### src/rtl/handshake_arbiter.sv
// Round-robin arbiter that merges NUM_PORTS valid/ready requesters into one registered
// output slot. Each output beat is tagged with the index of the port that supplied it.
module handshake_arbiter #(
  parameter int unsigned NUM_PORTS  = 4,
  parameter int unsigned DATA_WIDTH = 8,
  parameter int unsigned SRC_WIDTH  = $clog2(NUM_PORTS)
) (
  input  logic                            clock,
  input  logic                            reset,
  input  logic [NUM_PORTS-1:0]            i_valid,
  input  logic [NUM_PORTS*DATA_WIDTH-1:0] i_value,
  output logic [NUM_PORTS-1:0]            o_ready,
  output logic [DATA_WIDTH-1:0]           o_value,
  output logic                            o_valid,
  output logic [SRC_WIDTH-1:0]            o_source,
  input  logic                            i_ready
);

  localparam logic [SRC_WIDTH:0]   NumPortsW = (SRC_WIDTH + 1)'(NUM_PORTS);
  localparam logic [SRC_WIDTH-1:0] LastPort  = SRC_WIDTH'(NUM_PORTS - 1);

  logic [SRC_WIDTH-1:0] ptr_q;
  logic [SRC_WIDTH-1:0] grant_idx;
  logic [SRC_WIDTH:0]   cand;
  logic                 found;
  logic                 load;
  logic                 transfer;

  // The slot can take a new beat when it is empty or is being drained this cycle.
  assign load     = !o_valid || i_ready;
  assign transfer = load && found && !reset;

  // Scan ptr+1, ptr+2, ... modulo NUM_PORTS; the first valid port wins.
  always_comb begin
    found     = 1'b0;
    grant_idx = '0;
    cand      = '0;
    for (int off = 1; off <= int'(NUM_PORTS); off++) begin
      cand = {1'b0, ptr_q} + (SRC_WIDTH + 1)'(off);
      if (cand >= NumPortsW) begin
        cand = cand - NumPortsW;
      end
      if (!found && i_valid[cand]) begin
        found     = 1'b1;
        grant_idx = cand[SRC_WIDTH-1:0];
      end
    end
  end

  always_comb begin
    o_ready = '0;
    if (transfer) begin
      o_ready[grant_idx] = 1'b1;
    end
  end

  always_ff @(posedge clock or posedge reset) begin
    if (reset) begin
      o_valid  <= 1'b0;
      o_value  <= '0;
      o_source <= '0;
      ptr_q    <= LastPort;
    end else if (transfer) begin
      o_valid  <= 1'b1;
      o_value  <= i_value[grant_idx*DATA_WIDTH +: DATA_WIDTH];
      o_source <= grant_idx;
      ptr_q    <= grant_idx;
    end else if (i_ready) begin
      // Value and source are left as they were; only the valid flag drops.
      o_valid <= 1'b0;
    end
  end

endmodule

### config.mk
export PLATFORM = sky130hd
export DESIGN_NAME = handshake_arbiter
export DESIGN_NICKNAME = d
export VERILOG_FILES = /design/src/rtl/handshake_arbiter.sv
export SDC_FILE = /design/constraint.sdc
export NUM_CORES = 1
export LEC_CHECK = 0
export ABC_CLOCK_PERIOD_IN_PS = 2000
export BUFFER_PORTS_ARGS = -buffer_cell sky130_fd_sc_hd__buf_2
export CELL_PAD_IN_SITES_DETAIL_PLACEMENT = 1
export CELL_PAD_IN_SITES_GLOBAL_PLACEMENT = 2
export CORE_UTILIZATION = 24
export CTS_BUF_LIST = sky130_fd_sc_hd__clkbuf_2
export DETAILED_ROUTE_END_ITERATION = 7
export PLACE_DENSITY = 0.86
export SLEW_MARGIN = 20
export SYNTH_ARGS = -nofsm -noshare
export SYNTH_HDL_FRONTEND = slang
export SYNTH_SLANG_ARGS = --single-unit
### constraint.sdc
create_clock -name clock -period 2 [get_ports clock]
set_input_delay 0.1 -clock clock [delete_from_list [all_inputs] [get_ports clock]]
set_output_delay 0.1 -clock clock [all_outputs]
set_load 0.01 [all_outputs]
==> flow_metrics.py <==
metrics = {
    "cells_and_area": {
        "nets": 201,
        "drive_gt1_frac": 0.5528,
        "fill_cells": 475,
        "design_area_um2": 1368,
        "final_util": 0.3708,
        "syn_to_final_growth_pct": 47.70,
        "num_antenna_cells": 0,
    },
    "floorplanning": {
        "num_rows": 22,
        "dieArea_um2": 4110,
        "die_h_um": 64.11,
        "boundaryPins": 54,
        "core_um2": 3689,
        "initial_utilization": 0.2510,
        "die_w_um": 64.11,
    },
    "logic_synthesis": {
        "syn_area_um2": 925.9,
        "syn_avg_cell_area_um2": 9.545,
        "synth_fp_nets": 136,
        "synth.distinct_cells": 33,
        "postSynthCellCount": 97,
        "ys_seq_elements": 13,
        "yosysTopAreaCellShare": 0.2973,
        "ys_seq_area_frac": 0.3541,
        "yosysWarnings": 0,
        "synth_top_area_cell": "dfrtp_1",
        "synth_area_leaders": "dfrtp_1 30%, mux2i_1 7.6%, o211ai_1 6.5%",
    },
    "route": {
        "drc": 0,
        "dr.pass1.iters": 3,
        "wire_per_inst_um": 14.16,
        "routed_wl_um": 2959,
        "vias": 977,
        "ant_nets": 0,
        "dr.first_iter.drc_count": 30,
        "via_per_inst": 4.675,
    },
    "grt": {
        "grt_pass1_wl_um": 4629,
        "grt_max_degree": 18,
        "antenna_found_initial": 0,
        "overflow": 0,
        "grt_pass1_vias": 1017,
        "grt.total_usage": 0.1471,
    },
    "clocking": {
        "clk_pin_slew_ns": 0.15,
        "cts_tree": "yes",
        "cts_max_level": 1,
        "numCtsBuffers": 3,
        "clk_path_buf_depth": 2,
        "clkSinkCount": 13,
        "worstSkewPairLatency_ns": 0.28,
        "cts_root_buf": "clkbuf_2",
    },
    "power": {
        "powerDensity_nw_per_um2": 801.3,
        "leakage_uw": 0.0006692,
        "ir_drop_mv": 0.2524,
    },
    "critical_path": {
        "crit_required_ns": 2.17,
        "cp_max_fo": 7,
        "criticalPathCategory": "flop to flop",
        "cp-start-kind": "flop",
        "cp_data_arrival_time_ns": 2.14,
        "endpoint_kind": "flop",
    },
    "hold_path": {
        "hold_class": "input pin to flop",
    },
    "sta": {
        "rsz0062_at_grt": "yes",
        "relSlewSlack": 0.4982,
        "finalSetupTns_ns": 0,
        "slew_viol_final": 0,
        "setup_violations": 0,
        "period_share": 0.9821,
        "holdWs_ns": 0.1103,
        "worstMarginPinSlew_ns": 0.7459,
        "fmax_mhz": 509.1,
        "fin_worst_skew_ns": 0.01172,
        "post-route-min-period_ns": 1.964,
        "hold_viol": 0,
    },
    "place": {
        "dp_hpwl_um": 2299,
        "portBuffers": 53,
        "gp_congestion": 0.6812,
        "postPlaceCellArea_um2": 1227,
    },
    "job": {
        "cap_violations": 0,
    },
    "status": {
        "outcome": "finished, final reports clean",
    },
}
==> placed cells by master, fill, tap and decap left out, types with 2 or more instances in the layout <==
master / count
buf_2: 53
dfrtp_1: 11
nand3_1: 10
nand2_1: 9
buf_4: 9
o211ai_1: 8
mux2i_1: 7
nor2_1: 6
mux2_2: 5
a21oi_1: 3
inv_1: 3
clkbuf_2: 3
nand2b_1: 2
a211oi_1: 2
mux2_4: 2
o221a_1: 2
nor2_2: 2
buf_6: 2
dfstp_2: 2
==> flip-flops by register name, indices dropped and copies added (netlist names) <==
name      count
o_value       8
o_source      2
ptr_q         2
o_valid       1
==> path summary, 6_finish.rpt <==
kind	from	to	slack (ns)	depth (start not counted)
worst min-delay path	i_value[27]	o_value[3]	0.11	3
max in group asynchronous	reset	ptr_q[0]	1.23	3
worst max-delay path	ptr_q[1]	o_value[0]	0.04	6
worst min register to register	o_value[3]	o_value[3]	0.52	2
worst max register to register	ptr_q[1]	o_value[0]	0.04	6
min in group asynchronous	reset	o_value[2]	0.41	3
==> final cells by class <==
type | instances | area (um2) | area share
Clock inverter | 1 | 5.005 | 0.003660
Inverter | 3 | 11.26 | 0.008234
Timing Repair Buffer | 66 | 385.4 | 0.2818
Multi-Input combinational cell | 75 | 563.0 | 0.4117
Sequential cell | 13 | 327.8 | 0.2397
Clock buffer | 3 | 15.01 | 0.01098
Tap cell | 48 | 60.06 | 0.04392
==> kinds of logic after synthesis <==
family	Yosys count	share of synthesized area
and+or+nand+nor	38	0.2027
DFF	13	0.3540
muxes	14	0.1689
buffers and inverters	9	0.07026
AOI/OAI and AO/OA	23	0.2040
==> per-stage QoR <==
| stage | worst slack (ns) | power [uW] | std cells |
|---|---|---|---|
| floorplan | 0.2114 | 709.2 | 97 |
| detailed placement | -0.07639 | 878.0 | 196 |
| global placement | 0.06371 | 862.8 | 196 |
| finish | 0.03580 | 1096 | 209 |
| global route | -0.05364 | 1180 | 209 |
| CTS | 0.002360 | 1044 | 202 |
==> power by group <==
| group | internal [uW] | switching [uW] |
|---|---|---|
| Clock | 45.2 | 94.0 |
| Sequential | 346 | 52.4 |
| Combinational | 288 | 270 |
==> worst max-delay path: stages (launching register included) <==
cell and delay [ns]:
dfstp_2 0.62, mux2i_1 0.19, o22a_2 0.18, o21a_1 0.19, buf_6 0.15, mux2_4 0.30
o221a_1 0.21
==> Yosys cell counts (all sizes together) <==
cell / instances
and3b: 1
nand2: 10
a21oi: 3
mux2: 7
or2: 2
o211ai: 9
dfrtp: 11
nor4: 1
a21boi: 1
and2b: 1
a211oi: 2
o211a: 1
nand3: 10
o21ai: 1
nand2b: 2
dfstp: 2
o22a: 1
nor3: 1
nor2b: 1
or3: 1
inv: 3
o21bai: 1
mux2i: 7
o31ai: 1
o21a: 1
nor2: 8
o221a: 2
buf: 6
==> timing repair <==
action / 4_1_cts / 5_1_grt
cloned: 0 / 0
setup buffers: 1 / 7
endpoints found under the hold margin: 11 / 0
hold buffers: 1 / 0
setup endpoints to repair: 10 / 7
gates resized for setup: 4 / 5
pin swaps: 1 / 2
==> metal layers <==
metal  routed length [um]  track usage  vias up
li1                     -            -      481
met1                 1220       0.1783      455
met2                 1542       0.2566       37
met3                  171      0.02500        4
met4                   25      0.05833        0
met5                    0            0        -
Power figures use the tool's default switching activity.
